$ cat src/rtl/rcc_ker_clk_sel_ctrl.sv
`default_nettype none
// ============================================================================
// Module   : rcc_ker_clk_sel_ctrl
// Brief    : Gate-off / switch / settle sequencer for an N-input glitch-free
//            kernel clock switch, with ready timeout and safe-source fallback.
// Revision : 1.0
// ============================================================================
module rcc_ker_clk_sel_ctrl #(
    parameter int SRC_NUM     = 4,
    parameter int SEL_W       = 2,
    parameter int SAFE_SRC    = 1,
    parameter int GATE_DLY    = 4,
    parameter int RDY_TIMEOUT = 255,
    parameter int CNT_W       = 8
) (
    input  logic               clk,
    input  logic               rst_n,
    input  logic               en_i,
    input  logic [SEL_W-1:0]   sel_i,
    input  logic [SRC_NUM-1:0] src_rdy_i,
    input  logic [SRC_NUM-1:0] src_fail_i,
    input  logic               fb_clr_i,
    output logic [SRC_NUM-1:0] mux_sel_oh_o,
    output logic               gate_en_o,
    output logic [SEL_W-1:0]   cur_sel_o,
    output logic               busy_o,
    output logic               fallback_o,
    output logic               fail_irq_o,
    output logic               switch_err_o
);

    typedef enum logic [2:0] {
        ST_IDLE     = 3'd0,
        ST_WAIT_RDY = 3'd1,
        ST_SETTLE   = 3'd2,
        ST_RUN      = 3'd3,
        ST_GATE_OFF = 3'd4
    } state_e;

    localparam logic [SEL_W-1:0] c_safe_sel = SEL_W'(SAFE_SRC);
    localparam logic [CNT_W-1:0] c_tmo_last = CNT_W'(RDY_TIMEOUT - 1);
    localparam logic [CNT_W-1:0] c_dly_last = CNT_W'(GATE_DLY - 1);
    localparam logic [CNT_W-1:0] c_cnt_one  = CNT_W'(1);

    state_e             state_q;
    logic [CNT_W-1:0]   timer_q;
    logic [SEL_W-1:0]   tgt_q;
    logic [SRC_NUM-1:0] mux_sel_oh_q;
    logic               gate_en_q;
    logic [SEL_W-1:0]   cur_sel_q;
    logic               busy_q;
    logic               fallback_q;
    logic               fail_irq_q;
    logic               switch_err_q;

    logic               w_sel_valid;
    logic [SEL_W-1:0]   w_req;
    logic               w_req_valid;
    logic               w_tgt_fail;
    logic               w_tgt_rdy;
    logic               w_cur_fail;
    logic               w_cur_is_safe;

    function automatic logic [SRC_NUM-1:0] f_onehot(input logic [SEL_W-1:0] idx);
        logic [SRC_NUM-1:0] oh;
        oh = '0;
        for (int i = 0; i < SRC_NUM; i++) begin
            if (idx == SEL_W'(i)) begin
                oh[i] = 1'b1;
            end
        end
        return oh;
    endfunction

    // While fallback is sticky the register select is ignored entirely.
    assign w_sel_valid   = ({1'b0, sel_i} < (SEL_W + 1)'(SRC_NUM));
    assign w_req         = fallback_q ? c_safe_sel : sel_i;
    assign w_req_valid   = fallback_q | w_sel_valid;
    assign w_tgt_fail    = |(f_onehot(tgt_q) & src_fail_i);
    assign w_tgt_rdy     = |(f_onehot(tgt_q) & src_rdy_i);
    assign w_cur_fail    = |(f_onehot(cur_sel_q) & src_fail_i);
    assign w_cur_is_safe = (cur_sel_q == c_safe_sel);

    always_ff @(posedge clk or negedge rst_n) begin
        if (!rst_n) begin
            state_q      <= ST_IDLE;
            timer_q      <= '0;
            tgt_q        <= '0;
            mux_sel_oh_q <= '0;
            gate_en_q    <= 1'b0;
            cur_sel_q    <= '0;
            busy_q       <= 1'b0;
            fallback_q   <= 1'b0;
            fail_irq_q   <= 1'b0;
            switch_err_q <= 1'b0;
        end else begin
            fail_irq_q   <= 1'b0;
            switch_err_q <= 1'b0;
            // A fallback set later in this block overrides the clear.
            if (fb_clr_i) begin
                fallback_q <= 1'b0;
            end

            case (state_q)
                ST_IDLE: begin
                    if (en_i && w_req_valid) begin
                        tgt_q   <= w_req;
                        timer_q <= '0;
                        state_q <= ST_WAIT_RDY;
                        busy_q  <= 1'b1;
                    end
                end

                ST_WAIT_RDY: begin
                    if (w_tgt_fail || (timer_q == c_tmo_last)) begin
                        switch_err_q <= 1'b1;
                        if (tgt_q == c_safe_sel) begin
                            state_q <= ST_IDLE;
                            busy_q  <= 1'b0;
                        end else begin
                            tgt_q      <= c_safe_sel;
                            fallback_q <= 1'b1;
                            timer_q    <= '0;
                        end
                    end else if (w_tgt_rdy) begin
                        mux_sel_oh_q <= f_onehot(tgt_q);
                        cur_sel_q    <= tgt_q;
                        timer_q      <= '0;
                        state_q      <= ST_SETTLE;
                    end else begin
                        timer_q <= timer_q + c_cnt_one;
                    end
                end

                ST_SETTLE: begin
                    if (w_cur_fail && !w_cur_is_safe) begin
                        gate_en_q  <= 1'b0;
                        fail_irq_q <= 1'b1;
                        fallback_q <= 1'b1;
                        tgt_q      <= c_safe_sel;
                        timer_q    <= '0;
                        state_q    <= ST_GATE_OFF;
                    end else if (timer_q == c_dly_last) begin
                        gate_en_q <= en_i;
                        state_q   <= ST_RUN;
                        busy_q    <= 1'b0;
                    end else begin
                        timer_q <= timer_q + c_cnt_one;
                    end
                end

                ST_RUN: begin
                    gate_en_q <= en_i;
                    if (w_cur_fail && !w_cur_is_safe) begin
                        gate_en_q  <= 1'b0;
                        fail_irq_q <= 1'b1;
                        fallback_q <= 1'b1;
                        tgt_q      <= c_safe_sel;
                        timer_q    <= '0;
                        state_q    <= ST_GATE_OFF;
                        busy_q     <= 1'b1;
                    end else if (w_cur_fail) begin
                        // Nothing left to fall back to: shut the output down.
                        gate_en_q    <= 1'b0;
                        mux_sel_oh_q <= '0;
                        switch_err_q <= 1'b1;
                        state_q      <= ST_IDLE;
                    end else if (w_req_valid && (w_req != cur_sel_q)) begin
                        gate_en_q <= 1'b0;
                        tgt_q     <= w_req;
                        timer_q   <= '0;
                        state_q   <= ST_GATE_OFF;
                        busy_q    <= 1'b1;
                    end
                end

                ST_GATE_OFF: begin
                    if (timer_q == c_dly_last) begin
                        mux_sel_oh_q <= '0;
                        timer_q      <= '0;
                        state_q      <= ST_WAIT_RDY;
                    end else begin
                        timer_q <= timer_q + c_cnt_one;
                    end
                end

                default: begin
                    state_q <= ST_IDLE;
                    busy_q  <= 1'b0;
                end
            endcase
        end
    end

    assign mux_sel_oh_o = mux_sel_oh_q;
    assign gate_en_o    = gate_en_q;
    assign cur_sel_o    = cur_sel_q;
    assign busy_o       = busy_q;
    assign fallback_o   = fallback_q;
    assign fail_irq_o   = fail_irq_q;
    assign switch_err_o = switch_err_q;

endmodule
`default_nettype wire

$ cat config.mk
export PLATFORM = sky130hd
export DESIGN_NAME = rcc_ker_clk_sel_ctrl
export DESIGN_NICKNAME = d
export VERILOG_FILES = /design/src/rtl/rcc_ker_clk_sel_ctrl.sv
export SDC_FILE = /design/constraint.sdc
export NUM_CORES = 1
export LEC_CHECK = 0
export BUFFER_PORTS_ARGS = -buffer_cell sky130_fd_sc_hd__buf_2
export CORE_MARGIN = 2
export CORE_UTILIZATION = 55
export CTS_CLUSTER_SIZE = 12
export DETAILED_ROUTE_END_ITERATION = 8
export PLACE_DENSITY_LB_ADDON = 0.25
export SETUP_SLACK_MARGIN = 0.5
export SYNTH_ARGS = -nofsm -noshare
export SYNTH_HDL_FRONTEND = slang
export SYNTH_SLANG_ARGS = --single-unit
export TNS_END_PERCENT = 1
$ cat constraint.sdc
create_clock -name clk -period 4.78 [get_ports clk]
set_clock_uncertainty 0.05 [all_clocks]
set_input_delay 0.717 -clock clk [delete_from_list [all_inputs] [get_ports clk]]
set_output_delay 0.717 -clock clk [all_outputs]
set_load 0.01 [all_outputs]
# After elaboration in Yosys (flattened, before gate mapping)
# Index checks and enable logic that the tools add are counted.
dict set report totals {
  reg_bits 24
  in_bits 14
  word_cells 141
}
dict set report op_classes {
  add_sub_neg 1
  eq_ne 33
  mux 71
  n_bitwise 5
  n_reduce_logical 21
}
# cell n
set ops {}
lappend ops {{2-to-1 mux 8 bit} 10}
lappend ops {{one-hot mux 8 bit (5 select lines)} 1}
lappend ops {{2-to-1 mux 1 bit} 30}
lappend ops {{2-to-1 mux 3 bit} 10}
lappend ops {{inequality test 2 bit (second input constant)} 12}
lappend ops {{inequality test 3 bit (second input constant)} 7}
lappend ops {{2-to-1 mux 4 bit} 5}
lappend ops {{AND reduction 6 bit} 3}
lappend ops {{2-to-1 mux 2 bit} 8}
lappend ops {{one-hot mux 3 bit (5 select lines)} 1}
lappend ops {{bitwise AND 4 bit} 3}
lappend ops {{one-hot mux 4 bit (3 select lines)} 1}
lappend ops {{OR reduction 4 bit} 3}
lappend ops {{adder 8 x 1 -> 8 bit (second input constant)} 1}
lappend ops {{equality test 2 bit (second input constant)} 4}
lappend ops {{equality test 8 x 2 -> 1 bit (second input constant)} 1}
lappend ops {{equality test 8 bit (second input constant)} 1}
lappend ops {{one-hot mux 2 bit (4 select lines)} 1}
lappend ops {{AND reduction 8 bit} 1}
lappend ops {{AND reduction 7 bit} 1}
lappend ops {{equality test 3 x 2 -> 1 bit (second input constant)} 2}
lappend ops {{one-hot mux 1 bit (2 select lines)} 3}
lappend ops {{one-hot mux 1 bit (5 select lines)} 1}
lappend ops {{nonzero test 5 bit} 1}
lappend ops {{17 further kinds} 20}

# Logic depth before layout (Yosys ltp)
dict set report logic_depth {
  word_depth 7
  mapped_depth 9
  depth_no_buf 8
}

# Worst setup path before layout
# No wires, ideal clock.
dict set report synth_timing {
  path_kind {in2reg}
  start {in src_fail_i[3]}
  end {reg state_q[0]}
  setup_time_ns 0.125
  t_arrival_ns 2.526
  t_required_ns 4.605
  path_slack_ns 2.078
  stages 6
  path_buffers 0
  cell_sequence {mux4_2 -> a211o_1 -> or2_4 -> a211o_2 -> o2111a_4 -> mux2_4}
}
dict set report synth_via {
  elab_chain_cells 5
  word_cells_on_any_way 16
  classes_between {eq/ne (4); mux (5); bitwise (2); reduce/logical (5)}
}
# item line_no
set synth_lines {}
lappend synth_lines {{start: declaration} 21} ;# input logic [SRC_NUM-1:0] src_fail_i,
lappend synth_lines {{bitwise AND 4 bit, on equally long branches} {81, 79}}
lappend synth_lines {{OR reduction 4 bit, on equally long branches} {81, 79}}
lappend synth_lines {{2-to-1 mux 3 bit, or another cell as far along} 162} ;# end else if (w_cur_fail) begin
lappend synth_lines {{2-to-1 mux 3 bit, or another cell as far along} 154} ;# if (w_cur_fail && !w_cur_is_safe) begin
lappend synth_lines {{one-hot mux 3 bit (5 select lines) / AND reduction 6 bit (equally long branches)} -}
lappend synth_lines {{end signal: assignment} 86} ;# state_q <= ST_IDLE;
lappend synth_lines {{end signal: assignment} 109} ;# state_q <= ST_WAIT_RDY;
lappend synth_lines {{end signal: assignment} 167} ;# state_q <= ST_IDLE;
lappend synth_lines {{end: declaration} 45} ;# state_e state_q;
# Parallel ways exist; a longest one is shown, timed or not.
# A chain may end at the register's enable or synchronous reset.

# Final worst setup path
dict set report layout_timing {
  start {reg timer_q[0]}
  end {reg state_q[0]}
}
dict set report layout_via {
  elab_chain_cells 4
  word_cells_on_any_way 10
  classes_between {eq/ne (6); mux (2); reduce/logical (2)}
}
# item line_no
set layout_lines {}
lappend layout_lines {{start: declaration} 46} ;# logic [CNT_W-1:0] timer_q;
lappend layout_lines {{start signal: assignment} 131} ;# timer_q <= timer_q + c_cnt_one;
lappend layout_lines {{start signal: assignment} 148} ;# timer_q <= timer_q + c_cnt_one;
lappend layout_lines {{start signal: assignment} 183} ;# timer_q <= timer_q + c_cnt_one;
lappend layout_lines {{equality test 8 bit} 115} ;# if (w_tgt_fail || (timer_q == c_tmo_last)) begin
lappend layout_lines {{logical OR 1 bit} 115}
lappend layout_lines {{inequality test 3 bit (no line) / 2-to-1 mux 3 bit (equally long branches)} -}
lappend layout_lines {{AND reduction 6 bit (no line) / one-hot mux 3 bit (5 select lines) (equally long branches)} -}
lappend layout_lines {{end signal: assignment} 109}
lappend layout_lines {{end signal: assignment} 118} ;# state_q <= ST_IDLE;
lappend layout_lines {{end signal: assignment} 129} ;# state_q <= ST_SETTLE;
# Parallel ways exist; a longest one is shown, timed or not.

==> metrics.json <==
{
  "status": {"value": "finished clean"},
  "wirelength": {"value": 3630, "unit": "um"},
  "area.growth.synth_to_final": {"value": 9.850, "unit": "%"},
  "synth-edff-count": {"value": 0},
  "synth.area.mux_share": {"value": 13.24, "unit": "%"},
  "synth-simple-area-share": {"value": 24.11, "unit": "%"},
  "die_area": {"value": 3333, "unit": "um^2"},
  "worst-setup-path-type": {"value": "reg -> reg"},
  "tritoncts_buffer_count": {"value": 3},
  "gpl_congestion": {"value": 0.9047},
  "yosys.area_share.xor_xnor": {"value": 0.5516, "unit": "%"},
  "synth_compound_area_share": {"value": 18.83, "unit": "%"},
  "synthesis.area": {"value": 1588, "unit": "um^2"},
  "clkSlewWorstSetupHoldPaths": {"value": 130, "unit": "ps"},
  "reg2regPathDepth": {"value": 7},
  "relSlewSlack": {"value": 60.45, "unit": "%"},
  "post_drt_wl_per_cell": {"value": 16.21, "unit": "um"},
  "combinationalPowerShare": {"value": 55.7, "unit": "%"},
  "cp_top_family": {"value": "compound AO/OA/AOI/OAI gates"},
  "number_of_antenna_violations_at_the_first_check_in_global_routing": {"value": 0},
  "root_buffer_cell": {"value": "sky130_fd_sc_hd__clkbuf_4"},
  "layout.filler_cells": {"value": 238},
  "power.clock.fraction": {"value": 10.1, "unit": "%"},
  "vias_in_the_first_global_route": {"value": 1344},
  "postSynthRegisterBits": {"value": 24},
  "fin_hold_ws": {"value": 294.8, "unit": "ps"},
  "crit_fanout": {"value": 6},
  "core.rowCount": {"value": 19},
  "synth_warnings": {"value": 0},
  "ys_dominant_reg_cell": {"value": "sky130_fd_sc_hd__dfrtp_1"},
  "wire_length_of_the_first_global_routing_pass": {"value": 5954, "unit": "um"},
  "grt.met2_usage": {"value": 36.53, "unit": "%"},
  "min_period": {"value": 2790, "unit": "ps"},
  "switching_share_of_power": {"value": 44.67, "unit": "%"},
  "cp.arrival": {"value": 2970, "unit": "ps"},
  "cellInternalPower": {"value": 0.0005993, "unit": "W"},
  "syn_nets": {"value": 189},
  "register_share_of_total_power": {"value": 34.2, "unit": "%"},
  "post_cts_repair_setup_buffers": {"value": 0},
  "core_area": {"value": 2758, "unit": "um^2"},
  "cts-htree-levels": {"value": 1},
  "synthAdderAreaFrac": {"value": 1.576, "unit": "%"},
  "post_cts_resize_count": {"value": 0},
  "dominant_combinational_cell_family_by_area_after_synthesis": {"value": "simple AND/OR/NAND/NOR gates"},
  "total_leakage_power": {"value": 0.8182, "unit": "nW"},
  "multi_input_comb_area": {"value": 925.9, "unit": "um^2"},
  "r2r_setup_slack": {"value": 1990, "unit": "ps"},
  "dpl.hpwl": {"value": 2688, "unit": "um"},
  "fin_tns_setup": {"value": 0, "unit": "ps"},
  "vias": {"value": 1429},
  "critPathCapture": {"value": "state_q[0]"},
  "crit_path_end_kind": {"value": "flop"},
  "hp-class": {"value": "in -> async"},
  "route.detailed.vias_per_inst": {"value": 6.379},
  "route.antenna.remaining_nets": {"value": 0},
  "power.switching": {"value": 0.0004838, "unit": "W"},
  "period_share": {"value": 58.36, "unit": "%"},
  "yosys-top-cells-area": {"value": "sky130_fd_sc_hd__dfrtp_1, sky130_fd_sc_hd__mux2_2, sky130_fd_sc_hd__nand2_1, sky130_fd_sc_hd__a21oi_1, sky130_fd_sc_hd__o21ai_0"},
  "slew_viol_final": {"value": 0},
  "critPathRequiredTime": {"value": 4960, "unit": "ps"},
  "maximum_number_of_pins_on_one_net_before_global_route_repair": {"value": 25},
  "nNetsFinal": {"value": 210},
  "insertion_delay": {"value": 320, "unit": "ps"},
  "max_clock_freq": {"value": 0.3585, "unit": "GHz"},
  "cts_tree": {"value": "done"},
  "timing.final.hold_violations": {"value": 0},
  "clockBufferDepth": {"value": 2},
  "cp.depth": {"value": 7},
  "floorplan.initialDensity": {"value": 57.58, "unit": "%"},
  "cp_launch_type": {"value": "flop"},
  "ios": {"value": 25},
  "numPortBuffers": {"value": 24},
  "async_reset_ff_share": {"value": 100.0, "unit": "%"},
  "post-route-drc-count": {"value": 0},
  "buf_inv_on_cp": {"value": 0},
  "die_x": {"value": 57.73, "unit": "um"},
  "leading_cell_types_by_count_after_synthesis": {"value": "sky130_fd_sc_hd__dfrtp_1, sky130_fd_sc_hd__nand2_1, sky130_fd_sc_hd__a21oi_1, sky130_fd_sc_hd__o21ai_0, sky130_fd_sc_hd__nor2_1"},
  "groute.usage.overall": {"value": 23.23, "unit": "%"},
  "startpoint": {"value": "timer_q[0]"},
  "cts_hold_buf": {"value": 0},
  "synth_sequential_area_ratio": {"value": 37.83, "unit": "%"},
  "critical-path-max-stage-delay": {"value": 550, "unit": "ps"},
  "die_height": {"value": 57.73, "unit": "um"},
  "irDropWorstVdd": {"value": 0.3821, "unit": "mV"},
  "timing.max_cap.violations": {"value": 0},
  "crit-reg2reg-launch": {"value": "timer_q[0]"},
  "drive_gt1_share": {"value": 23.32, "unit": "%"},
  "worst_r2r_endpoint": {"value": "state_q[0]"},
  "path_cells": {"value": "ha_1, nor4b_1, nand2_1, o41ai_1, a211o_2, o2111a_4, mux2_4"},
  "sequential_cell_area": {"value": 600.6, "unit": "um^2"},
  "post_synth_inst_count": {"value": 173},
  "globalRouteMet3Util": {"value": 4.464, "unit": "%"},
  "setup_viol": {"value": 0},
  "grt-ovfl-total": {"value": 0},
  "drt_iter0_drc": {"value": 50},
  "post_synth.cell_area_avg": {"value": 9.178, "unit": "um^2"},
  "synth_most_common_cell": {"value": "sky130_fd_sc_hd__dfrtp_1"},
  "netlist-cell-type-count": {"value": 48},
  "globalRoute.busiestLayer": {"value": "met2"},
  "critical_path.slowest_cell": {"value": "sky130_fd_sc_hd__o41ai_1"},
  "power_per_cell_area": {"value": 621.0, "unit": "nW/um^2"},
  "detail_route.first_pass.iterations": {"value": 5},
  "clock_sink_count": {"value": 24},
  "antenna_cells": {"value": 0},
  "netlist.area_leader.share": {"value": 37.83, "unit": "%"},
  "synth_largest_area_cell": {"value": "sky130_fd_sc_hd__dfrtp_1"},
  "grt.met1_usage": {"value": 31.27, "unit": "%"},
  "grt_setup_unrepaired": {"value": "no"},
  "worst-slew-pin-transition": {"value": 585.6, "unit": "ps"}
}
==> per-layer routing <==
metal | share of wire, % | wire, um | vias up
li1 | - | - | 686
met2 | 46 | 1674 | 65
met1 | 45 | 1621 | 667
met3 | 6.8 | 247 | 11
met4 | 2.4 | 87 | 0
met5 | 0 | 0 | -
==> final cells by class <==
class	instances	share of cell area, %
clock buffers	4	2.080
repair buffers	24	6.887
flip-flops and latches	24	34.43
well taps	31	2.224
multi-input cells	135	53.08
inverters	6	1.291
==> cell families after synthesis <==
logic type                 Yosys count
and+or+nand+nor                     72
AOI/OAI and AO/OA                   44
DFF                                 24
muxes                               16
buffers and inverters               14
adders and majority gates            2
xor gates and xnor gates             1
==> through the flow <==
stage	util [%]	power (W)	setup WS (ps)	instance area, um^2	instances
final	63.25	0.001083	1990	1744	224
after global placement	61.93	0.0009555	1906	1708	220
after global routing	63.25	0.001160	1840	1744	224
after CTS	63.25	0.001079	2035	1744	224
after floorplan	-	0.0008269	2078	1588	173
after detailed placement	61.93	0.0009646	1865	1708	220
==> registers in the layout, indices dropped and copies added (netlist names) <==
register	cells
timer_q	8
mux_sel_oh_o	4
state_q	3
cur_sel_o	2
tgt_q	2
busy_o	1
fail_irq_o	1
fallback_o	1
gate_en_o	1
switch_err_o	1
==> power by group through the flow <==
stage	clock network [W]	logic [W]	registers, W
5_1_grt	0.000124	0.000653	0.000384
4_1_cts	0.000113	0.000598	0.000368
6_report	0.000110	0.000603	0.000370
3_3_place_gp	0	0.000589	0.000366
2_1_floorplan	0	0.000499	0.000328
3_5_place_dp	0	0.000592	0.000372
==> worst min-delay path by stage <==
stage	start	end	slack (ps)	cells after the start
after detailed placement	busy_o	busy_o	440	1
after CTS	rst_n	gate_en_o	300	1
after global routing	rst_n	timer_q[6]	310	1
final	rst_n	gate_en_o	290	1
after global placement	busy_o	busy_o	430	1
after floorplan	rst_n	busy_o	370	0
==> layout by cell type, fill, tap and decap left out, types with 2 or more instances in the layout <==
cell / Yosys / final
sky130_fd_sc_hd__a211oi_1: 2 / 2
sky130_fd_sc_hd__a21oi_1: 11 / 11
sky130_fd_sc_hd__and3_1: 4 / 4
sky130_fd_sc_hd__buf_2: 1 / 24
sky130_fd_sc_hd__clkbuf_4: 0 / 3
sky130_fd_sc_hd__dfrtp_1: 24 / 24
sky130_fd_sc_hd__ha_1: 2 / 2
sky130_fd_sc_hd__inv_1: 6 / 6
sky130_fd_sc_hd__mux2_2: 9 / 9
sky130_fd_sc_hd__mux2_4: 2 / 2
sky130_fd_sc_hd__mux2i_1: 3 / 3
sky130_fd_sc_hd__nand2_1: 19 / 19
sky130_fd_sc_hd__nand2b_1: 5 / 5
sky130_fd_sc_hd__nand3_1: 9 / 9
sky130_fd_sc_hd__nand3b_1: 2 / 2
sky130_fd_sc_hd__nor2_1: 10 / 10
sky130_fd_sc_hd__nor2b_1: 3 / 3
sky130_fd_sc_hd__nor3_1: 6 / 6
sky130_fd_sc_hd__o2111ai_1: 2 / 2
sky130_fd_sc_hd__o21a_1: 2 / 2
sky130_fd_sc_hd__o21ai_0: 11 / 11
sky130_fd_sc_hd__o21bai_1: 2 / 2
sky130_fd_sc_hd__o22ai_1: 2 / 2
sky130_fd_sc_hd__o311ai_0: 2 / 2
sky130_fd_sc_hd__o41ai_1: 2 / 2
sky130_fd_sc_hd__or3_1: 3 / 3
sky130_fd_sc_hd__or4_1: 2 / 2
(Power assumes the default switching activity.)
